## src/rtl/debug_pkg.sv

```systemverilog
// Shared types and constants for the debug run-control block: FSM states,
// halt reasons, host command opcodes and status register field positions.
package debug_pkg;

   typedef enum logic [1:0] {
      STATE_RUN    = 2'd0,
      STATE_DRAIN  = 2'd1,
      STATE_HALTED = 2'd2,
      STATE_STEP   = 2'd3
   } state_e;

   typedef enum logic [1:0] {
      RSN_NONE = 2'd0,
      RSN_HOST = 2'd1,
      RSN_BP   = 2'd2,
      RSN_STEP = 2'd3
   } reason_e;

   localparam logic [1:0] OP_NOP    = 2'b00;
   localparam logic [1:0] OP_HALT   = 2'b01;
   localparam logic [1:0] OP_RESUME = 2'b10;
   localparam logic [1:0] OP_STEP   = 2'b11;

   localparam int unsigned ST_STATE_LSB  = 32'd0;
   localparam int unsigned ST_REASON_LSB = 32'd2;
   localparam int unsigned ST_STEPS_LSB  = 32'd8;
   localparam int unsigned ST_STEPS_W    = 32'd8;

endpackage

```

## src/rtl/debug_bp_match.sv

```systemverilog
// PC breakpoint comparator with a skip flag that masks the breakpoint address
// until the PC has moved off it once after a resume or step.
module debug_bp_match
   import debug_pkg::*;
(
   input  logic        CLK,
   input  logic        RST,
   input  logic [31:0] pc,
   input  logic        bp_en,
   input  logic [31:0] bp_addr,
   input  logic        skip_set,
   output logic        bp_hit
);

   logic addr_eq_s;
   logic bp_skip_r;

   assign addr_eq_s = (pc == bp_addr);

   // Skip flag: armed on resume/step, dropped on the first cycle away from bp_addr.
   always_ff @(posedge CLK or posedge RST) begin
      if (RST) begin
         bp_skip_r <= 1'b0;
      end else if (skip_set) begin
         bp_skip_r <= 1'b1;
      end else if (!addr_eq_s) begin
         bp_skip_r <= 1'b0;
      end else begin
         bp_skip_r <= bp_skip_r;
      end
   end

   assign bp_hit = bp_en && addr_eq_s && !bp_skip_r;

endmodule

```

## src/rtl/debug_run_ctrl.sv

```systemverilog
// Debug run-control sequencer: halt/resume/step with pipeline drain.
// Optional PC breakpoint compiled in with DEBUG_BREAKPOINT_EN.
module debug_run_ctrl
   import debug_pkg::*;
#(
   parameter int STAGES = 4,
   parameter int CNT_W  = 8
)
(
   input  logic              CLK,
   input  logic              RST,
   input  logic              cmd_valid,
   input  logic [1:0]        cmd_op,
   input  logic [CNT_W-1:0]  cmd_count,
   output logic              cmd_ready,
   input  logic [31:0]       pc,
   input  logic              bp_en,
   input  logic [31:0]       bp_addr,
   output logic              debug,
   output logic [STAGES-1:0] enable_ext,
   output logic              enable_pc_ext,
   output logic              tx_flag,
   output logic [31:0]       status
);

   localparam logic [1:0] RUN    = STATE_RUN;
   localparam logic [1:0] DRAIN  = STATE_DRAIN;
   localparam logic [1:0] HALTED = STATE_HALTED;
   localparam logic [1:0] STEP   = STATE_STEP;

   localparam int DRAIN_W = $clog2(STAGES + 1);
   localparam logic [DRAIN_W-1:0] DRAIN_LOAD = DRAIN_W'(STAGES - 1);

   logic [1:0]         state_r, state_s;
   logic [1:0]         reason_r, reason_s;
   logic [DRAIN_W-1:0] drain_cnt_r, drain_cnt_s;
   logic [CNT_W-1:0]   step_cnt_r, step_cnt_s;
   logic               accept_s;
   logic               skip_set_s;
   logic               bp_hit_s;

   logic [STAGES-1:0]  enable_r, enable_s;
   logic               pc_en_r, pc_en_s;
   logic               debug_r, debug_s;
   logic               tx_flag_r, tx_flag_s;
   logic               cmd_ready_r, cmd_ready_s;
   logic [31:0]        status_r, status_s;

   assign accept_s = cmd_valid && cmd_ready_r;

`ifdef DEBUG_BREAKPOINT_EN
   debug_bp_match u_bp_match (
      .CLK      (CLK),
      .RST      (RST),
      .pc       (pc),
      .bp_en    (bp_en),
      .bp_addr  (bp_addr),
      .skip_set (skip_set_s),
      .bp_hit   (bp_hit_s)
   );
`else
   logic unused_bp_s;
   assign unused_bp_s = ^{pc, bp_en, bp_addr, skip_set_s};
   assign bp_hit_s    = 1'b0;
`endif

   // Next-state, halt reason and counter logic.
   always_comb begin
      state_s     = state_r;
      reason_s    = reason_r;
      drain_cnt_s = drain_cnt_r;
      step_cnt_s  = step_cnt_r;
      skip_set_s  = 1'b0;
      case (state_r)
         RUN: begin
            // Breakpoint outranks a host HALT in the same cycle.
            if (bp_hit_s) begin
               state_s     = DRAIN;
               reason_s    = RSN_BP;
               drain_cnt_s = DRAIN_LOAD;
            end else if (accept_s && (cmd_op == OP_HALT)) begin
               state_s     = DRAIN;
               reason_s    = RSN_HOST;
               drain_cnt_s = DRAIN_LOAD;
            end else begin
               state_s = RUN;
            end
         end
         DRAIN: begin
            if (drain_cnt_r <= DRAIN_W'(1)) begin
               state_s     = HALTED;
               drain_cnt_s = '0;
            end else begin
               drain_cnt_s = drain_cnt_r - DRAIN_W'(1);
            end
         end
         HALTED: begin
            if (accept_s && (cmd_op == OP_RESUME)) begin
               state_s    = RUN;
               reason_s   = RSN_NONE;
               skip_set_s = 1'b1;
            end else if (accept_s && (cmd_op == OP_STEP)) begin
               state_s    = STEP;
               step_cnt_s = (cmd_count == '0) ? CNT_W'(1) : cmd_count;
               skip_set_s = 1'b1;
            end else begin
               state_s = HALTED;
            end
         end
         STEP: begin
            if (step_cnt_r <= CNT_W'(1)) begin
               step_cnt_s  = '0;
               state_s     = DRAIN;
               reason_s    = RSN_STEP;
               drain_cnt_s = DRAIN_LOAD;
            end else begin
               step_cnt_s = step_cnt_r - CNT_W'(1);
            end
         end
         default: begin
            state_s = RUN;
         end
      endcase
   end

   // Output values derived from the upcoming state so they register in step with it.
   always_comb begin
      enable_s    = {STAGES{1'b1}};
      pc_en_s     = 1'b1;
      debug_s     = 1'b0;
      cmd_ready_s = 1'b1;
      case (state_s)
         RUN: begin
            cmd_ready_s = 1'b1;
         end
         DRAIN: begin
            enable_s[0] = 1'b0;
            pc_en_s     = 1'b0;
            cmd_ready_s = 1'b0;
         end
         HALTED: begin
            enable_s = '0;
            pc_en_s  = 1'b0;
            debug_s  = 1'b1;
         end
         STEP: begin
            cmd_ready_s = 1'b0;
         end
         default: begin
            cmd_ready_s = 1'b1;
         end
      endcase
      tx_flag_s = (state_s == HALTED) && (state_r != HALTED);
   end

   // Status word assembly.
   always_comb begin
      status_s = 32'h0000_0000;
      status_s[ST_STATE_LSB  +: 2]          = state_s;
      status_s[ST_REASON_LSB +: 2]          = reason_s;
      status_s[ST_STEPS_LSB  +: ST_STEPS_W] = ST_STEPS_W'(step_cnt_s);
   end

   // State, counters and registered outputs.
   always_ff @(posedge CLK or posedge RST) begin
      if (RST) begin
         state_r     <= RUN;
         reason_r    <= RSN_NONE;
         drain_cnt_r <= '0;
         step_cnt_r  <= '0;
         enable_r    <= {STAGES{1'b1}};
         pc_en_r     <= 1'b1;
         debug_r     <= 1'b0;
         tx_flag_r   <= 1'b0;
         cmd_ready_r <= 1'b1;
         status_r    <= 32'h0000_0000;
      end else begin
         state_r     <= state_s;
         reason_r    <= reason_s;
         drain_cnt_r <= drain_cnt_s;
         step_cnt_r  <= step_cnt_s;
         enable_r    <= enable_s;
         pc_en_r     <= pc_en_s;
         debug_r     <= debug_s;
         tx_flag_r   <= tx_flag_s;
         cmd_ready_r <= cmd_ready_s;
         status_r    <= status_s;
      end
   end

   assign cmd_ready     = cmd_ready_r;
   assign debug         = debug_r;
   assign enable_ext    = enable_r;
   assign enable_pc_ext = pc_en_r;
   assign tx_flag       = tx_flag_r;
   assign status        = status_r;

endmodule

```

## config.mk

```make
export PLATFORM = sky130hd
export DESIGN_NAME = debug_run_ctrl
export DESIGN_NICKNAME = d
export VERILOG_FILES = /design/src/rtl/debug_pkg.sv /design/src/rtl/debug_bp_match.sv /design/src/rtl/debug_run_ctrl.sv
export SDC_FILE = /design/constraint.sdc
export NUM_CORES = 1
export LEC_CHECK = 0
export CAP_MARGIN = 10
export CORE_UTILIZATION = 31
export DETAILED_ROUTE_END_ITERATION = 6
export GPL_ROUTABILITY_DRIVEN = 0
export PLACE_DENSITY = 0.81
export SLEW_MARGIN = 20
export SYNTH_ARGS = -nofsm -noshare
export SYNTH_HDL_FRONTEND = slang
export SYNTH_SLANG_ARGS = --single-unit
```

## constraint.sdc

```tcl
create_clock -name CLK -period 2.6 [get_ports CLK]
set_input_delay 0.26 -clock CLK [delete_from_list [all_inputs] [get_ports CLK]]
set_output_delay 0.26 -clock CLK [all_outputs]
set_load 0.02 [all_outputs]
```

Word level (Yosys, flattened, before mapping)
Index checks and enable logic that the tools add are counted.
{ "totals": {"regBits": 35, "out_inout_bits": 40, "wordCells": 60} }
{ "op_classes": {"addsub": 2, "n_lt_le_gt_ge": 2, "eq_ne": 12, "n_mux": 23, "reduce_logical": 11} }
{ "op_table": {"columns": ["cell", "n"], "rows": [
  ["$mux 8", 4],
  ["$pmux 8 s2", 1],
  ["$eq 2x2->1 const B", 6],
  ["$mux 2", 6],
  ["$mux 3", 4],
  ["$pmux 3 s3", 1],
  ["$le 8x1->1 const B", 1],
  ["$logic_not 8->1", 1],
  ["$pmux 2 s4", 1],
  ["$sub 8x1->8 const B", 1],
  ["$eq 2x1->1 const B", 3],
  ["$ne 2x2->1 const B", 3],
  ["$pmux 2 s3", 1],
  ["$logic_and 1x1->1", 5],
  ["$mux 1", 5],
  ["$reduce_or 2->1", 2],
  ["$le 3x1->1 const B", 1],
  ["$reduce_and 3->1", 1],
  ["$reduce_bool 3->1", 1],
  ["$sub 3x1->3 const B", 1],
  ["$logic_not 2->1", 1]
]} }

Longest topological paths before layout
Gate-level depths: netlist of run 1.
{ "depth": {"word_depth": 8, "depth_mapped": 8, "mapped_depth_nobuf": 8} }

Worst setup path after synthesis of run 1
No wires, ideal clock.
{ "synth_path": {"kind": "reg-to-reg", "startpoint": "register (tool-made name)", "endpoint": "register tx_flag_r, in the netlist tx_flag", "t_arrival_ns": 2.051, "t_required_ns": 2.481, "path_slack_ns": 0.430, "path_stages_with_launch": 6, "period_less_slack_ns": 2.170, "path_cell_list": "dfrtp_1 > or4_4 > o311ai_4 > o211ai_1 > ha_1 > and2_1"} }
{ "synth_rtl": {"columns": ["item", "line_no", "rtl"], "rows": [
  ["end signal, assigned", "debug_run_ctrl.sv:185", "tx_flag_r <= tx_flag_s;"],
  ["end, declared", "debug_run_ctrl.sv:45", "logic tx_flag_r, tx_flag_s;"]
]} }

==> impl_results.md, run 1 <==
- Comb pwr share: 0.524
- # diodes: 0
- Critical Path Source Type: flop
- Post-route DRC: 0
- Post-CTS Setup Repair Bufs: 0
- Detailed Routing Iterations Pass 1: 4
- Top_reg_cell synth: dfrtp_1
- Post-synthesis adder-cell area fraction: 0.0573
- Worst EP required: roughly 2.8 ns
- Cell taking the most area after synthesis: dfrtp_1
- Cells after Synth: about 140
- Switching power: just over 800 µW
- Initial antenna violation count: 0
- Hold buffer count at cts: 0
- Mapped cell area: 0.00131 mm²
- Crit path DAT: between 2 and 2.5 ns
- Routed WL: roughly 2700 µm
- Main combinational cell family by area after synthesis: simple AND/OR/NAND/NOR gates
- Post-synthesis xor/xnor area fraction: 0.0401
- Crit path time final: roughly 2.1 ns
- Synth unique cells: 42
- Clk_lat worst skew: about 0.25 ns
- Placed Cells: around 210
- #FFs+latches synth: 20
- Maximum vdd drop: 0.501 mV
- Post-layout util: 0.413
- CTS tree: done
- Core Area: 0.00403 mm²
- Worst-case clock buffer depth: 2
- DIE HEIGHT: ~67 µm
- Compound-Gate Fraction of Synth Area: 0.169
- H-Tree Level Count: 1
- Total global routing overflow: 0
- Final net count: between 200 and 300
- Final Max Slew Viols: 0
- Sequential cell area: ~500 µm²
- Sinks on Clock Net: 20
- Top-count cell post-synth: buf_4
- Slew headroom: 0.487
- Setup crit end kind: flop
- Post-Synth Simple-Gate Area: 0.185
- Setup-failing EPs final: 0
- Resize count post-CTS: 0
- Net Sw Frac: 0.413
- Reg2Reg Setup Slack: slightly above 0.5 ns
- Clock Tree Root: clkbuf_8
- Fillers: about 400
- Non-filler cells, final: approximately 220
- Yosys warning count: 0
- Largest net degree at the start of global routing: 21
- Commonest cells post-synth: buf_4 (23), dfrtp_1 (17), nor2_1 (13), nand2_1 (11), inv_1 (8)
- Synthesized area per cell: ~9.6 µm²
- I/O Buffers: 32
- Static Leakage: ~0.7 nW
- Finished Cell Area: ~0.0017 mm²
- Number of cell rows: 23
- Max Clock Freq: 0.480 GHz
- Vias per cell: approximately 4.7
- Clk network pwr share: 0.154
- Setup TNS Final: 0 ns
- Final Skew: approximately 0.0027 ns
- Routed Antenna Nets: 0
- First-pass GRT wire length: 4550 µm
- Async SR Flop Fraction: 1.00
- Detail Placement HPWL: around 2000 µm
- Die width: 67.0 µm
- Hold WS: 0.441 ns
- Initial drt markers: 23
- Post-synthesis sequential area ratio: 0.385
- Synth top area share: 0.325
- Unrepaired setup endpoints after global routing: false
- Worst Hold Class: primary input to asynchronous set/reset pin
- Total global-route track usage: 0.133
- CP Max Fanout: 6
- Ranking of synthesized cells by area: dfrtp_1 (32%), buf_4 (13%), dfstp_2 (6.0%), ha_1 (5.7%), nor2_1 (3.7%)
- Post-synth EDFFs: 0
- Status: finished clean
- Seq pwr share: 0.322
- Total number of vias: 1028
- Final Cycle Share: 0.801
- Vias in the first global route: about 1000
- Final worst slack: 0.518 ns
- Routed length per instance: 12.3 µm
- Worst Max-Slew Pin Slew: between 0.7 and 0.8 ns
- Area growth syn-to-layout: 26.9%
- Max cap viols: 0
- Multi-input logic area: between 600 and 700 µm²
- Clock buffer count from CTS: 3
- Area of placed instances: 0.00159 mm²
- Fin. Hold Viols: 0
- Initial Util: 0.325
- Share of layout cells above drive strength 1: 0.0833
- P per Cell Area: about 1200 mW/mm²
- I/O pin count: 118
- Post-Place Setup Slack: between 0.2 and 0.3 ns
- Total power: 2.01 mW
- Crit Path Class: flop to flop
- Mux contribution to synthesized area: 0
- Worst-path clk slew: 0.08 ns
- Cell-internal power: roughly 1.2 mW
- Die area: around 0.0045 mm²
## final timing paths
check	start	to	depth (start not counted)
setup / recovery	flop	tx_flag	5
hold / removal	RST	debug	2
setup reg to reg	flop	tx_flag	5
hold reg to reg	drain_cnt_r[1]	drain_cnt_r[1]	1
max in group asynchronous	RST	asynchronous set/reset pin	2
min in group CLK	drain_cnt_r[1]	drain_cnt_r[1]	1
## placed cells by master, fill, tap and decap left out, types with 2 or more instances in the layout
cell / count
nor2_1: 13
o211ai_1: 6
xnor2_1: 5
dfstp_2: 3
nor3b_1: 3
nand4b_1: 2
o21ai_1: 2
clkbuf_8: 3
nand2_1: 11
ha_1: 6
o21ai_0: 4
inv_1: 8
conb_1: 20
a221o_1: 3
clkdlybuf4s50_1: 32
a21oi_1: 2
nand2b_1: 2
dfrtp_1: 17
## critical path, stage by stage (launching register included)
cell and delay, ns:
dfrtp_1 0.46, or4_4 0.60, o311ai_4 0.33, o211ai_1 0.19
ha_1 0.25, and2_1 0.14
## cells by family after synthesis
family | count (synthesis)
fa+ha+maj | 6
simple gates | 44
flops | 20
xor+xnor | 6
other cells | 1
buf+inv | 33
compound gates | 27
## metal layers
| layer | share of wire | vias to the layer above | wire, µm | global-route usage |
|---|---|---|---|---|
| met3 | 0.045 | 0 | 121 | 0.0154 |
| li1 | - | 503 | - | - |
| met1 | 0.49 | 490 | 1310 | 0.182 |
| met4 | 0 | 0 | 0 | 0.0293 |
| met5 | 0 | - | 0 | 0 |
| met2 | 0.47 | 35 | 1260 | 0.223 |
## power by group through the flow
stage          clock, mW  sequential, mW  combinational [mW]
6_report           0.310           0.646                1.05
5_1_grt            0.330           0.675                1.16
4_1_cts            0.313           0.645                1.06
3_5_place_dp           0           0.649                1.05
3_3_place_gp           0           0.642                1.03
2_1_floorplan          0           0.716               0.635
## area by class of cell
cell class	count	share of cell area
Clock buffer	3	0.0248
Clock inverter	1	0.0181
Inverter	8	0.0181
Multi-Input combinational cell	103	0.401
Sequential cell	20	0.303
Tap cell	50	0.0376
Timing Repair Buffer	33	0.197
(Power assumes the default switching activity.)
==> run 2: changes to the inputs <==
Settings changed: CORE_UTILIZATION 31 to 28, PLACE_DENSITY 0.81 to 0.77.
Clock period 2.6 ns to 1.7 ns, I/O delays scaled along.
==> impl_results.md, run 2 (synthesis gave the netlist of run 1 again) <==
- Largest net degree at the start of global routing: 21 (unchanged)
- P per Cell Area: 1820 mW/mm² (was 1210 mW/mm²)
- Most frequent cells in the layout: clkdlybuf4s50_1 (32), buf_4 (21), conb_1 (20) (was clkdlybuf4s50_1 (32), conb_1 (20), dfrtp_1 (17))
- Failing checks: setup timing
- Die area: 0.00496 mm² (was 0.00449 mm²)
- Multi-input logic area: 698 µm² (was 667 µm²)
- Post-route DRC: 0 (unchanged)
- Final worst slack: -0.187 ns (was 0.518 ns)
- Worst EP required: 1.85 ns (was 2.75 ns)
- Finished Cell Area: 0.00185 mm² (was 0.00166 mm²)
- Routed length per instance: 12.0 µm (was 12.3 µm)
- Worst Reg-to-Reg Cells: 5 (unchanged)
- Hold buffer count at cts: 0 (unchanged)
- Core Area: 0.00441 mm² (was 0.00403 mm²)
- Area growth syn-to-layout: 41.0% (was 26.9%)
- CP Max Fanout: 8 (was 6)
- Worst-case clock buffer depth: 2 (unchanged)
- Total global routing overflow: 0 (unchanged)
- Status: finished with violations (was finished clean)
- Die width: 70.4 µm (was 67.0 µm)
- Static Leakage: 0.794 nW (was 0.695 nW)
- Crit path DAT: 2.03 ns (was 2.23 ns)
- Reg2Reg Setup Slack: -0.19 ns (was 0.52 ns)
- Commonest non-fill, non-tap cell in the layout: clkdlybuf4s50_1 (unchanged)
- I/O pin count: 118 (unchanged)
- Routed WL: 2890 µm (was 2690 µm)
- Detailed Routing Iterations Pass 1: 4 (unchanged)
- Detail Placement HPWL: 2260 µm (was 2000 µm)
- Setup TNS Final: -1.56 ns (was 0 ns)
- Clk network pwr share: 0.110 (was 0.154)
- Clock Tree Root: clkbuf_8 (unchanged)
- Sequential cell area: 509 µm² (was 504 µm²)
- H-Tree Level Count: 1 (unchanged)
- DIE HEIGHT: 70.4 µm (was 67.0 µm)
- I/O Buffers: 32 (unchanged)
- Seq pwr share: 0.268 (was 0.322)
- Total global-route track usage: 0.130 (was 0.133)
- Final Cycle Share: 1.11 (was 0.801)
- Comb pwr share: 0.622 (was 0.524)
- First-pass GRT wire length: 5090 µm (was 4550 µm)
- Clk_lat worst skew: 0.26 ns (was 0.25 ns)
- # diodes: 0 (unchanged)
- Cell-internal power: 1.99 mW (was 1.18 mW)
- Placed Cells: 235 (was 214)
- Net Sw Frac: 0.407 (was 0.413)
- Crit path time final: 1.89 ns (was 2.08 ns)
- Setup crit end kind: flop (unchanged)
- Sinks on Clock Net: 20 (unchanged)
- Total power: 3.36 mW (was 2.01 mW)
- Worst Hold Class: primary input to asynchronous set/reset pin (unchanged)
- Unrepaired setup endpoints after global routing: true (was false)
- Final Skew: 0.00340 ns (was 0.00271 ns)
- Final Max Slew Viols: 0 (unchanged)
- Share of layout cells above drive strength 1: 0.238 (was 0.0833)
- Number of cell rows: 24 (was 23)
- Clock buffer count from CTS: 3 (unchanged)
- Switching power: 1.37 mW (was 830 µW)
- Initial drt markers: 46 (was 23)
- Critical Path Source Type: flop (unchanged)
- Crit Path Class: flop to flop (unchanged)
- Area of placed instances: 0.00174 mm² (was 0.00159 mm²)
- Max cap viols: 0 (unchanged)
- CTS tree: done (unchanged)
- Setup-failing EPs final: 15 (was 0)
- Max Clock Freq: 0.530 GHz (was 0.480 GHz)
- Initial antenna violation count: 0 (unchanged)
- Maximum vdd drop: 0.638 mV (was 0.501 mV)
- Final net count: 274 (was 253)
- Non-filler cells, final: 241 (was 218)
- Vias per cell: 4.67 (was 4.72)
- Vias in the first global route: 1116 (was 986)
- Worst-path clk slew: 0.08 ns (about the same)
- Total number of vias: 1125 (was 1028)
- Routed Antenna Nets: 0 (unchanged)
- Initial Util: 0.297 (was 0.325)
- Fillers: 437 (was 412)
- Fin. Hold Viols: 0 (unchanged)
[run 2: worst max-delay path by stage]
| stage | from | end | slack [ns] |
|---|---|---|---|
| floorplan | flop | tx_flag | -0.38 |
| global placement | flop | tx_flag | -0.18 |
| detailed placement | flop | tx_flag | -0.21 |
| CTS | flop | flop | -0.19 |
| global route | flop | flop | -0.26 |
| finish | flop | flop | -0.19 |
[run 2: power by group through the flow]
stage               clock network (mW)  registers, mW  logic (mW)
floorplan                            0           1.10       0.976
global route                     0.408          0.942        2.27
detailed placement                   0          0.903        1.97
global placement                     0          0.892        1.93
CTS                              0.380          0.898        2.10
finish                           0.369          0.899        2.09
[run 2: layout make-up]
cell class | count | share of cell area
clock buffers | 4 | 0.0298
repair buffers | 54 | 0.265
multi-input cells | 103 | 0.378
well taps | 52 | 0.0352
inverters | 8 | 0.0163
flip-flops and latches | 20 | 0.276
[run 2: critical path, cell delays in order, from the launching register on]
cell and delay [ns]:
dfrtp_2 0.41, or4_4 0.55, o311ai_4 0.29, buf_4 0.21, nor2_1 0.06, a221o_1 0.25
[run 2: metal layers]
layer / GRT usage / routed length (µm)
met1: 0.155 / 1260
met2: 0.226 / 1410
met3: 0.0317 / 187
met4: 0.0444 / 36
met5: 0 / 0
[run 2: per-stage QoR]
step           worst slack [ns]  hold WS [ns]  utilization
3_5_place_dp             -0.213         0.531        0.395
4_1_cts                  -0.192         0.243        0.418
2_1_floorplan            -0.375         0.131            -
6_report                 -0.187         0.233        0.418
3_3_place_gp             -0.175         0.528        0.395
5_1_grt                  -0.263         0.257        0.418
[run 2: what timing repair did]
item | 4_1_cts | 5_1_grt
setup buffers | 2 | 0
endpoints found under the hold margin | 0 | 0
gates resized for setup | 7 | 3
pin swaps | 5 | 1
endpoints found under the setup margin | 14 | 19
==> run 3: changes to the inputs <==
Settings changed: ABC_AREA set to 1, CORE_UTILIZATION 28 to 30, PLACE_DENSITY 0.77 to 0.81.
==> impl_results.md, run 3 <==
- Top_reg_cell synth: dfrtp_1 (unchanged)
- Detail Placement HPWL: 2520 µm (was 2260 µm)
- WL met3: 198 µm (was 187 µm)
- Net Sw Frac: 0.461 (was 0.407)
- Area growth syn-to-layout: 31.7% (was 41.0%)
- Total number of vias: 1387 (was 1125)
- Top-count cell post-synth: nand2_1 (was buf_4)
- Crit Path Class: flop to flop (unchanged)
- Total global-route track usage: 0.139 (was 0.130)
- CTS tree: done (unchanged)
- Total global routing overflow: 0 (unchanged)
- Clk network pwr share: 0.126 (was 0.110)
- Core Area: 0.00450 mm² (was 0.00441 mm²)
- Multi-input logic area: 742 µm² (was 698 µm²)
- Initial drt markers: 44 (was 46)
- Final net count: 336 (was 274)
- Max Clock Freq: 0.614 GHz (was 0.530 GHz)
- Setup-failing EPs final: 0 (was 15)
- CP Max Fanout: 5 (was 8)
- P per Cell Area: 2010 mW/mm² (was 1820 mW/mm²)
- Crit-path most repeated cell: nor2_1
- Ranking of synthesized cells by area: dfrtp_1 (29%), nand2_1 (15%), buf_4 (12%), nand3_1 (8.0%), nor2_1 (7.3%) (was dfrtp_1 (32%), buf_4 (13%), dfstp_2 (6.0%), ha_1 (5.7%), nor2_1 (3.7%))
- Maximum vdd drop: 0.779 mV (was 0.638 mV)
- Synth unique cells: 20 (was 42)
- Highest cell delay on the worst timing path: 0.44 ns (was 0.55 ns)
- Routed length per instance: 11.2 µm (was 12.0 µm)
- Post-route DRC: 0 (unchanged)
- Cells after Synth: 206 (was 137)
- Status: finished clean (was finished with violations)
- Cell-internal power: 2.06 mW (was 1.99 mW)
- #FFs+latches synth: 20 (unchanged)
- Worst Reg-to-Reg Cells: 10 (was 5)
- I/O pin count: 118 (unchanged)
- # diodes: 0 (unchanged)
- Hold buffer count at cts: 0 (unchanged)
- Clock Tree Root: clkbuf_8 (unchanged)
- Comb pwr share: 0.630 (was 0.622)
- Largest net degree at the start of global routing: 21 (unchanged)
- Worst-case clock buffer depth: 2 (unchanged)
- Commonest non-fill, non-tap cell in the layout: nand2_1 (was clkdlybuf4s50_1)
- Most frequent cells in the layout: nand2_1 (59), clkdlybuf4s50_1 (32), nor2_1 (28) (was clkdlybuf4s50_1 (32), buf_4 (21), conb_1 (20))
- Synth top area share: 0.294 (was 0.325)
- Crit path time final: 1.63 ns (was 1.89 ns)
- Post-Place Setup Slack: 0.0585 ns (was -0.213 ns)
- Reg2Reg Setup Slack: 0.07 ns (was -0.19 ns)
- Clk_lat worst skew: 0.26 ns (about the same)
- Post-synthesis sequential area ratio: 0.349 (was 0.385)
- Setup TNS Final: 0 ns (was -1.56 ns)
- Vias per cell: 4.58 (was 4.67)
- Clock buffer count from CTS: 3 (unchanged)
- Cell taking the most area after synthesis: dfrtp_1 (unchanged)
- Hold WS: 0.238 ns (was 0.233 ns)
- I/O Buffers: 32 (unchanged)
- Seq pwr share: 0.244 (was 0.268)
- Crit path DAT: 1.78 ns (was 2.03 ns)
- Worst-path clk slew: 0.08 ns (about the same)
- Fillers: 428 (was 437)
- Highest Signal Layer: met4 (unchanged)
- Die width: 71.4 µm (was 70.4 µm)
- R2R Path End: tx_flag
- Initial Util: 0.321 (was 0.297)
- Crit path cell chain: inv_2, ha_2, o21ai_1, nor2_2, nor2_4, nor2_1, nand2_1, ha_1, inv_1, nor2_1 (was or4_4, o311ai_4, buf_4, nor2_1, a221o_1)
- Worst Hold Class: primary input to asynchronous set/reset pin (unchanged)
- First-pass GRT wire length: 5660 µm (was 5090 µm)
- Fin. Hold Viols: 0 (unchanged)
- Final Cycle Share: 0.958 (was 1.11)
- Sinks on Clock Net: 20 (unchanged)
- H-Tree Level Count: 1 (unchanged)
- Critical Path Source Type: flop (unchanged)
- Static Leakage: 1.02 nW (was 0.794 nW)
- Slowest cell on crit path: dfrtp_2 (was or4_4)
- Number of cell rows: 24 (unchanged)
- Yosys warning count: 0 (unchanged)
- Final Skew: 0.00257 ns (was 0.00340 ns)
- WL met2: 1610 µm (was 1410 µm)
- M1 wire length: 1510 µm (was 1260 µm)
- Vias in the first global route: 1293 (was 1116)
- Commonest cells post-synth: nand2_1 (59), nor2_1 (28), inv_1 (25), buf_4 (23), nand3_1 (23) (was buf_4 (23), dfrtp_1 (17), nor2_1 (13), nand2_1 (11), inv_1 (8))
- Detailed Routing Iterations Pass 1: 4 (unchanged)
- Initial antenna violation count: 0 (unchanged)
- Sequential cell area: 507 µm² (was 509 µm²)
- DIE HEIGHT: 71.4 µm (was 70.4 µm)
- Post-synth EDFFs: 0 (unchanged)
- Async SR Flop Fraction: 1.00 (unchanged)
- Total power: 3.82 mW (was 3.36 mW)
- Synthesized area per cell: 7.02 µm² (was 9.56 µm²)
- Worst EP required: 1.86 ns (was 1.85 ns)
- Final worst slack: 0.0721 ns (was -0.187 ns)
- Final Max Slew Viols: 0 (unchanged)
- Die area: 0.00510 mm² (was 0.00496 mm²)
- Switching power: 1.76 mW (was 1.37 mW)
- Routed WL: 3400 µm (was 2890 µm)
- Share of layout cells above drive strength 1: 0.131 (was 0.238)
- Max cap viols: 0 (unchanged)
- Mapped cell area: 0.00145 mm² (was 0.00131 mm²)
- Routed Antenna Nets: 0 (unchanged)
- Setup crit end kind: flop (unchanged)
[run 3: changes by cell type in the layout (fill, tap and decap cells not counted), sizes merged, moves of 3 or more]
cell    delta
a221o      -3
buf        -9
inv       +19
nand2     +50
nand3     +22
nor2      +19
nor3b      -3
o211ai     -6
o21ai      -3
xnor2      -5
[run 3: worst max-delay path by stage]
stage | to | depth (start not counted) | start | slack (ns)
after floorplan | tx_flag | 10 | flop | 0.002
after global placement | tx_flag | 9 | cmd_valid | 0.08
after detailed placement | tx_flag | 9 | cmd_op[1] | 0.06
after CTS | tx_flag | 10 | flop | 0.004
after global routing | tx_flag | 10 | flop | -0.007
final | tx_flag | 10 | flop | 0.07
[run 3: cell type report]
class / instances / share of cell area
Multi-Input combinational cell: 155 / 0.390
Clock buffer: 3 / 0.0217
Clock inverter: 1 / 0.0158
Timing Repair Buffer: 45 / 0.219
Tap cell: 52 / 0.0342
Inverter: 27 / 0.0532
Sequential cell: 20 / 0.266
[run 3: cell families (layout without fill, tap and decap cells)]
group / Yosys count / count (layout) / synth area share
other cells: 1 / 20 / 0.00259
buf+inv: 50 / 76 / 0.189
compound gates: 5 / 5 / 0.0173
fa+ha+maj: 6 / 6 / 0.0519
simple gates: 121 / 121 / 0.372
xor+xnor: 3 / 3 / 0.0182
flops: 20 / 20 / 0.349
[run 3: routing by layer]
metal | global-route usage | up-vias
li1 | - | 681
met1 | 0.186 | 629
met2 | 0.223 | 70
met3 | 0.0113 | 7
met4 | 0.0800 | 0
met5 | 0 | -
[run 3: worst max-delay path: cells and delay by family, from the launching register on]
kind            cells  cell delay (ns)
compound gates      1             0.10
simple gates        5             0.45
flops               1             0.44
buf+inv             2             0.16
fa+ha+maj           2             0.37
[run 3: per-stage QoR]
stage / util / std cells / instance area (µm²)
after CTS: 0.418 / 300 / 1880
after global routing: 0.423 / 303 / 1900
after floorplan: - / 225 / 1520
after global placement: 0.402 / 296 / 1810
after detailed placement: 0.402 / 296 / 1810
final: 0.423 / 303 / 1900
[run 3: power by group through the flow]
stage / Combinational [mW] / Clock, mW / Sequential (mW)
final: 2.41 / 0.482 / 0.933
after global routing: 2.64 / 0.511 / 0.964
after CTS: 2.33 / 0.488 / 0.928
after detailed placement: 2.28 / 0 / 0.939
after global placement: 2.22 / 0 / 0.927
after floorplan: 1.25 / 0 / 1.17
[run 3: repair_timing]
| item | CTS | global route |
|---|---|---|
| endpoints found under the hold margin | 0 | 0 |
| endpoints found under the setup margin | 0 | 6 |
| setup buffers | 0 | 3 |
| resized for setup | 0 | 3 |
